### src/rtl/alu_pkg.sv
// alu_pkg: ALU control codes and sequencer state encoding shared by the ALU and its controller.
// Revision 1.0
`default_nettype none

package alu_pkg;

  localparam logic [3:0] ALU_AND  = 4'b0000;
  localparam logic [3:0] ALU_OR   = 4'b0001;
  localparam logic [3:0] ALU_ADD  = 4'b0010;
  localparam logic [3:0] ALU_SLE  = 4'b0011;
  localparam logic [3:0] ALU_SUB  = 4'b0110;
  localparam logic [3:0] ALU_SLT  = 4'b0111;
  localparam logic [3:0] ALU_SRA  = 4'b1000;
  localparam logic [3:0] ALU_SRAV = 4'b1001;
  localparam logic [3:0] ALU_MUL  = 4'b1100;

  typedef enum logic [1:0] {
    ST_IDLE = 2'd0,
    ST_MUL  = 2'd1,
    ST_DONE = 2'd2
  } state_t;

endpackage

`default_nettype wire

### src/rtl/alu_comb.sv
// alu_comb: single-cycle ALU datapath for every non-multiply control code.
// Revision 1.0
`default_nettype none

module alu_comb
  import alu_pkg::*;
#(
  parameter int WIDTH = 32
) (
  input  logic [3:0]       ctrl,
  input  logic [WIDTH-1:0] src1,
  input  logic [WIDTH-1:0] src2,
  input  logic [4:0]       shamt,
  output logic [WIDTH-1:0] result,
  output logic             overflow
);

  logic [WIDTH-1:0] sum;
  logic [WIDTH-1:0] diff;
  logic             lt;
  logic             eq;

  assign sum  = src1 + src2;
  assign diff = src1 - src2;
  assign lt   = ($signed(src1) < $signed(src2));
  assign eq   = (src1 == src2);

  always_comb begin
    result   = '0;
    overflow = 1'b0;
    case (ctrl)
      ALU_AND:  result = src1 & src2;
      ALU_OR:   result = src1 | src2;
      ALU_ADD: begin
        result   = sum;
        overflow = (src1[WIDTH-1] == src2[WIDTH-1]) && (sum[WIDTH-1] != src1[WIDTH-1]);
      end
      ALU_SUB: begin
        result   = diff;
        overflow = (src1[WIDTH-1] != src2[WIDTH-1]) && (diff[WIDTH-1] != src1[WIDTH-1]);
      end
      ALU_SLT:  result = {{(WIDTH-1){1'b0}}, lt};
      ALU_SLE:  result = {{(WIDTH-1){1'b0}}, lt | eq};
      ALU_SRA:  result = $signed(src2) >>> shamt;
      ALU_SRAV: result = $signed(src2) >>> src1[4:0];
      // Multiply is handled by the sequencer; unknown codes yield zero.
      default: begin
        result   = '0;
        overflow = 1'b0;
      end
    endcase
  end

endmodule

`default_nettype wire

### src/rtl/alu_seq.sv
// alu_seq: multi-cycle ALU with start/ready/valid handshake and WIDTH-iteration shift-add multiply.
// Revision 1.0
`default_nettype none

module alu_seq
  import alu_pkg::*;
#(
  parameter int WIDTH = 32,
  parameter int CW    = 6
) (
  input  logic             clk_i,
  input  logic             rst_i,
  input  logic             start_i,
  input  logic [3:0]       ctrl_i,
  input  logic [WIDTH-1:0] src1_i,
  input  logic [WIDTH-1:0] src2_i,
  input  logic [4:0]       shamt_i,
  output logic             ready_o,
  output logic             valid_o,
  output logic [WIDTH-1:0] result_o,
  output logic             zero_o,
  output logic             overflow_o
);

  state_t           state;
  state_t           state_nxt;
  logic             accept;
  logic             mul_last;
  logic [WIDTH-1:0] mcand;
  logic [WIDTH-1:0] mplier;
  logic [WIDTH-1:0] acc;
  logic [WIDTH-1:0] acc_step;
  logic [CW-1:0]    count;
  logic [WIDTH-1:0] comb_result;
  logic             comb_overflow;

  alu_comb #(.WIDTH(WIDTH)) u_comb (
    .ctrl     (ctrl_i),
    .src1     (src1_i),
    .src2     (src2_i),
    .shamt    (shamt_i),
    .result   (comb_result),
    .overflow (comb_overflow)
  );

  assign acc_step = mplier[0] ? (acc + mcand) : acc;
  assign mul_last = (count == CW'(WIDTH - 1));

  always_ff @(posedge clk_i or negedge rst_i) begin
    if (!rst_i) state <= ST_IDLE;
    else        state <= state_nxt;
  end

  always_comb begin
    state_nxt = state;
    ready_o   = 1'b0;
    valid_o   = 1'b0;
    accept    = 1'b0;
    case (state)
      ST_IDLE: begin
        ready_o = 1'b1;
        if (start_i) begin
          accept    = 1'b1;
          state_nxt = (ctrl_i == ALU_MUL) ? ST_MUL : ST_DONE;
        end
      end
      ST_MUL: begin
        if (mul_last) state_nxt = ST_DONE;
      end
      ST_DONE: begin
        valid_o   = 1'b1;
        state_nxt = ST_IDLE;
      end
      default: state_nxt = ST_IDLE;
    endcase
  end

  // Result registers only change on a completion; they hold between operations.
  always_ff @(posedge clk_i or negedge rst_i) begin
    if (!rst_i) begin
      result_o   <= '0;
      zero_o     <= 1'b1;
      overflow_o <= 1'b0;
      mcand      <= '0;
      mplier     <= '0;
      acc        <= '0;
      count      <= '0;
    end else if (accept) begin
      if (ctrl_i == ALU_MUL) begin
        mcand  <= src1_i;
        mplier <= src2_i;
        acc    <= '0;
        count  <= '0;
      end else begin
        result_o   <= comb_result;
        zero_o     <= (comb_result == '0);
        overflow_o <= comb_overflow;
      end
    end else if (state == ST_MUL) begin
      acc    <= acc_step;
      mcand  <= mcand << 1;
      mplier <= mplier >> 1;
      count  <= count + CW'(1);
      if (mul_last) begin
        result_o   <= acc_step;
        zero_o     <= (acc_step == '0);
        overflow_o <= 1'b0;
      end
    end
  end

endmodule

`default_nettype wire

### config.mk
export PLATFORM = sky130hd
export DESIGN_NAME = alu_seq
export DESIGN_NICKNAME = d
export VERILOG_FILES = /design/src/rtl/alu_pkg.sv /design/src/rtl/alu_comb.sv /design/src/rtl/alu_seq.sv
export SDC_FILE = /design/constraint.sdc
export NUM_CORES = 1
export LEC_CHECK = 0
export BUFFER_PORTS_ARGS = -buffer_cell sky130_fd_sc_hd__buf_2
export CAP_MARGIN = 15
export CELL_PAD_IN_SITES_DETAIL_PLACEMENT = 1
export CELL_PAD_IN_SITES_GLOBAL_PLACEMENT = 1
export CORE_ASPECT_RATIO = 2
export CORE_UTILIZATION = 40
export DETAILED_ROUTE_END_ITERATION = 8
export HOLD_SLACK_MARGIN = 0.12
export PLACE_DENSITY_LB_ADDON = 0.25
export SETUP_SLACK_MARGIN = 0.02
export SLEW_MARGIN = 20
export SYNTH_ARGS = -nofsm -noshare
export SYNTH_HDL_FRONTEND = slang
export SYNTH_SLANG_ARGS = --single-unit
### constraint.sdc
create_clock -name clk_i -period 9.05 [get_ports clk_i]
set_input_delay 2.2625 -clock clk_i [delete_from_list [all_inputs] [get_ports clk_i]]
set_output_delay 2.2625 -clock clk_i [all_outputs]
set_load 0.02 [all_outputs]
# Word-level counts from Yosys, hierarchy flattened
# Index checks and enable logic that the tools add are counted.
dict set report word_totals {
  ff_bits 138
  in_bits 76
  out_inout_bits 36
  word_cells 84
}
dict set report op_classes {
  n_addsub 4
  order_cmp 1
  eq_ne 20
  shifts 2
  mux 35
  n_bitwise 3
  n_reduce_logical 11
}
# cell n
set ops {}
lappend ops {{$mux 32} 14}
lappend ops {{$pmux 32 s8} 1}
lappend ops {{$add 32x32->32} 2}
lappend ops {{$logic_not 32->1} 2}
lappend ops {{$sshr 32x5->32} 2}
lappend ops {{$and 32x32->32} 1}
lappend ops {{$eq 32x32->1} 1}
lappend ops {{$lt 32x32->1} 1}
lappend ops {{$or 32x32->32} 1}
lappend ops {{$sub 32x32->32} 1}
lappend ops {{$mux 6} 3}
lappend ops {{$eq 4x4->1 const B} 3}
lappend ops {{$mux 1} 12}
lappend ops {{$eq 4x2->1 const B} 2}
lappend ops {{$eq 4x3->1 const B} 2}
lappend ops {{$add 6x1->6 const B} 1}
lappend ops {{$eq 6x5->1 const B} 1}
lappend ops {{$mux 2} 3}
lappend ops {{$ne 2x2->1 const B} 3}
lappend ops {{$eq 4x1->1 const B} 1}
lappend ops {{$logic_not 4->1} 1}
lappend ops {{$pmux 2 s2} 1}
lappend ops {{$reduce_and 2->1} 2}
lappend ops {{$reduce_bool 2->1} 2}
lappend ops {{other kinds (10)} 13}

# Depth between registers and ports, before layout
dict set report logic_depth {
  word_depth 6
  mapped_depth 18
  ltp_nobuf 17
}

# Cells and area by module
# A second synthesis with hierarchy kept.
dict set report unflattened {
  hier_cells 1958
  area_unflattened_um2 15085.7
}
# module n_inst cells_each area_each_um2 seq_area_each_um2
set by_module_without_submodules {}
lappend by_module_without_submodules {alu_seq 1 948 8420.6 3454.6}
lappend by_module_without_submodules {alu_comb 1 1010 6665.1 0.0}

# Worst setup path after synthesis
# No wires, ideal clock.
dict set report synth_timing {
  path_kind {input to register}
  from {input src1_i[10]}
  to {register zero_o}
  setup_ns 0.061
  arrival_time_ns 5.291
  required_ns 8.989
  slack_ns 3.698
  cell_stages 15
  path_buffers 1
  cell_sequence {inv_1 -> ha_1 -> buf_2 -> or4_1 -> nand3b_4 -> o32a_1 -> o31ai_2 -> and2_1 -> o311ai_0 -> a222oi_1 -> and4_1 -> nand4_1 -> nor4_2 -> a41o_1 -> a31o_1}
}
dict set report synth_between {
  elab_chain_cells 6
  word_cells_on_any_way 11
  classes_between {2 x add/sub; 1 x order compare; 1 x eq/ne; 3 x mux; 3 x bitwise; 1 x reduce/logical}
}
# element line_no
set synth_rtl {}
lappend synth_rtl {{from (decl)} alu_seq.sv:15} ;# input logic [WIDTH-1:0] src1_i,
lappend synth_rtl {{$lt 32x32->1 / $eq 32x32->1 (equally long branches)} {alu_comb.sv:25, alu_comb.sv:26}}
lappend synth_rtl {{$or 1x1->1} alu_comb.sv:43} ;# ALU_SLE: result = {{(WIDTH-1){1'b0}}, lt | eq};
lappend synth_rtl {{$pmux 32 s8 *} alu_comb.sv:31} ;# case (ctrl)
lappend synth_rtl {{$logic_not 32->1 *} alu_seq.sv:96} ;# zero_o <= (comb_result == '0);
lappend synth_rtl {{$mux 1 *} alu_seq.sv:89} ;# if (ctrl_i == ALU_MUL) begin
lappend synth_rtl {{$mux 1 *} alu_seq.sv:88} ;# end else if (accept) begin
lappend synth_rtl {{to (signal assigned)} alu_seq.sv:96}
lappend synth_rtl {{to (signal assigned)} alu_seq.sv:106} ;# zero_o <= (acc_step == '0);
lappend synth_rtl {{to (decl)} alu_seq.sv:21} ;# output logic zero_o,
# Mark *: on every way between the ends. The rest lies on a longest branch, timed or not. The select of a mux whose other input is x is not followed.
# A chain may end at the register's enable or synchronous reset.

# Final worst setup path
dict set report layout_timing {
  from {input ctrl_i[0]}
  to {register zero_o}
}
dict set report layout_between {
  elab_chain_cells 5
  word_cells_on_any_way 15
  classes_between {9 x eq/ne; 3 x mux; 3 x reduce/logical}
}
# element line_no
set layout_rtl {}
lappend layout_rtl {{from (decl)} alu_seq.sv:14} ;# input logic [3:0] ctrl_i,
lappend layout_rtl {{$eq 4x4->1, or another cell as far along} alu_comb.sv:31}
lappend layout_rtl {{$pmux 32 s8} alu_comb.sv:31}
lappend layout_rtl {{$logic_not 32->1} alu_seq.sv:96}
lappend layout_rtl {{$mux 1} alu_seq.sv:89}
lappend layout_rtl {{$mux 1} alu_seq.sv:88}
# Parallel ways exist; a longest one is shown, timed or not. The select of a mux whose other input is x is not followed.

==> metrics.cfg <==
[grt]
antenna_found_initial = 1
use_met1 = 0.394
use_met3 = 0.0518
first_global_vias = 17180
grtUsageMet2 = 0.716
grt_usage = 0.395
grt_max_degree = 75
grt_pass1_wl_mm = 112
overflow = 0
grt.busiest_layer = met2

[detailed_routing]
wl_mm = 75.8
avgViaCountPerCell = 6.57
via_count = 16100
drtIter0Drc = 876
ant_nets = 0
drt-pass1-iter-count = 5
drt-wirelength-per-cell_um = 31.0
drc = 0

[setup_path]
crit_path_start_kind = input pin
crit_buf_inv = 1
crit_path_max_incr_delay_ns = 0.97
path_max_fanout = 22
cp.required_ns = 9.43
path_delay_family = compound AO/OA/AOI/OAI gates
crit_chain = buf_2 -> and4bb_2 -> mux2i_4 -> mux2i_1 -> nor3_1 -> a211oi_2 -> a21oi_1 -> o21ai_0 -> o21ai_0 -> a21oi_1 -> nand4_1 -> nor4_2 -> a41o_1 -> a31o_1
worstSetupPathType = in2reg
critPathCaptureType = register
crit_slowest_cell = mux2i_4
worst_ep_arrival_time_ns = 7.26

[power_and_ir_drop]
p_seq_frac = 0.283
p_sw_mw = 1.81
p_int_mw = 1.94
p_per_area_mw_per_mm2 = 225
comb_power_share = 0.522
leakage_nw = 7.83
irDropWorstVdd_mv = 0.133
swShare = 0.482
p_clk_frac = 0.195

[cts]
cts_buffers = 17
cts-hold-fix-buffers = 0
clk_latency_ns = 0.45
cts-root-buf = clkbuf_16
ctsResizeCount = 0
ctsLongestPathBuffers = 2
tritoncts = done
path_clk_slew_ns = 0.07
cts.sinks = 138
post_cts_buffers = 0
h-tree-depth = 4

[synthesis]
ys_seq_area_frac = 0.227
ys_ff_latch = 138
synth_ff_type = dfrtp_1
syn_inst = 1926
synth_area_leaders = dfrtp_1, mux2i_1, ha_1
async_reset_ff_frac = 1.00
synthTopCellsByCount = nand2_1, mux2i_1, o21ai_0
synth_top_area_cell = dfrtp_1
synth_top_area_share = 0.226
synth_edf_count = 0
netlist_area_mm2 = 0.0152
synth_nets = 2134
ys_warn_count = 0
avgSynthCellArea_um2 = 7.89
yosysMostFrequentCell = nand2_1
yosysUniqueCellTypes = 89

[timing]
max_slew.worst_pin.slew_ns = 1.04
fin_crit_ns = 6.88
setup_viol = 0
hold_viol = 0
finalClockSkew_ns = 0.0248
holdWs_ns = 0.486
rsz0062_at_grt = no
timing.slew.headroom = 0.290
drv_slew = 0
clock.fmax_mhz = 145
fin_ws_ns = 2.17
min_period_over_period = 0.761
tns_ns = 0

[layout]
nets = 2184
drive_gt1_frac = 0.113
syn_to_final_growth_pct = 9.72

[floorplanning]
rows = 100
start_util = 0.408
die_x_um = 140
dieHeight_um = 278
core-area_mm2 = 0.0373
dieArea_mm2 = 0.0388
pin_count = 112

[placement]
place_ws_ns = 1.58
portBuffers = 111
place_congestion = 1.04
hpwl_mm = 60.8

[job]
cap_viol_max_count = 0

[status]
status = finished clean

[hold_path]
hold_class = reg2reg

## worst paths after layout
kind	startpoint	slack, ns	end	cells after the start
setup / recovery	ctrl_i[0]	2.17	zero_o$_DFFE_PN1P_	14
hold / removal	mplier[28]$_DFFE_PN0P_	0.49	mplier[28]$_DFFE_PN0P_	2
setup reg to reg	mcand[2]$_DFFE_PN0P_	4.25	zero_o$_DFFE_PN1P_	14
hold reg to reg	mplier[28]$_DFFE_PN0P_	0.49	mplier[28]$_DFFE_PN0P_	2
max in group asynchronous	rst_i	5.74	mplier[0]$_DFFE_PN0P_	2
min in group asynchronous	rst_i	1.80	mplier[20]$_DFFE_PN0P_	1
## flip-flops by register name, summed over array words and instances (netlist names)
name        flops
state           2
count           6
mcand          32
mplier         32
result_o       32
acc            32
overflow_o      1
zero_o          1
## worst reg2reg max path, cell delays in order (launching register included)
cell and delay (ns):
dfrtp_1 0.41, ha_1 0.39, nor2_1 0.09, o311a_1 0.38
nor4b_1 0.89, o31ai_1 0.37, a311oi_1 0.56, a41oi_1 0.34
nand2b_1 0.17, a21oi_1 0.11, xnor2_1 0.14, mux2i_1 0.30
and2_1 0.20, and4_1 0.22, a31o_1 0.17
## through the flow
stage          total power, mW  std cells  utilization  instance area (um^2)
2_1_floorplan             2.30       1926            -                 15200
3_3_place_gp              2.92       2416        0.432                 16100
3_5_place_dp              2.99       2416        0.432                 16100
4_1_cts                   3.74       2448        0.447                 16700
5_1_grt                   3.99       2448        0.447                 16700
6_report                  3.75       2449        0.447                 16700
## placed cells by master, fill, tap and decap left out, drive strengths merged, types with 38 or more instances in the layout
cell type,netlist,routed
xnor2,42,42
mux2i,171,171
nor2,134,134
ha,129,129
buf,40,144
dfrtp,137,137
o21ai,160,160
a21oi,148,148
nand2,225,225
nor3,39,39
o22ai,38,38
inv,125,133
## power groups by stage
stage	clock (mW)	sequential [mW]	combinational, mW
floorplan	0	1.03	1.27
global placement	0	1.05	1.86
detailed placement	0	1.07	1.92
CTS	0.742	1.06	1.94
global route	0.766	1.09	2.13
finish	0.731	1.06	1.96
## metal layers
metal	share of wire	routed length [um]
met5	0	0
met4	0.10	7600
met3	0.041	3080
met2	0.51	38800
met1	0.35	26400
## layout make-up
class / instances / area [um^2]
Fill cell: 4576 / 20600
Multi-Input combinational cell: 1549 / 10800
Sequential cell: 138 / 3460
Timing Repair Buffer: 144 / 810
Tap cell: 459 / 574
Inverter: 126 / 473
Clock buffer: 17 / 425
Clock inverter: 15 / 155
Antenna cell: 1 / 2.50
## cell families (layout without fill, tap and decap cells)
kind of cell,count (synthesis),in the layout,share of synthesized area
AOI/OAI and AO/OA,621,621,0.263
xor gates and xnor gates,56,56,0.0323
adders and majority gates,132,132,0.110
buffers and inverters,239,302,0.0668
DFF,138,138,0.227
muxes,185,185,0.131
other,0,1,0
and+or+nand+nor,555,555,0.169
No activity file was read; power rests on OpenSTA's default activity.
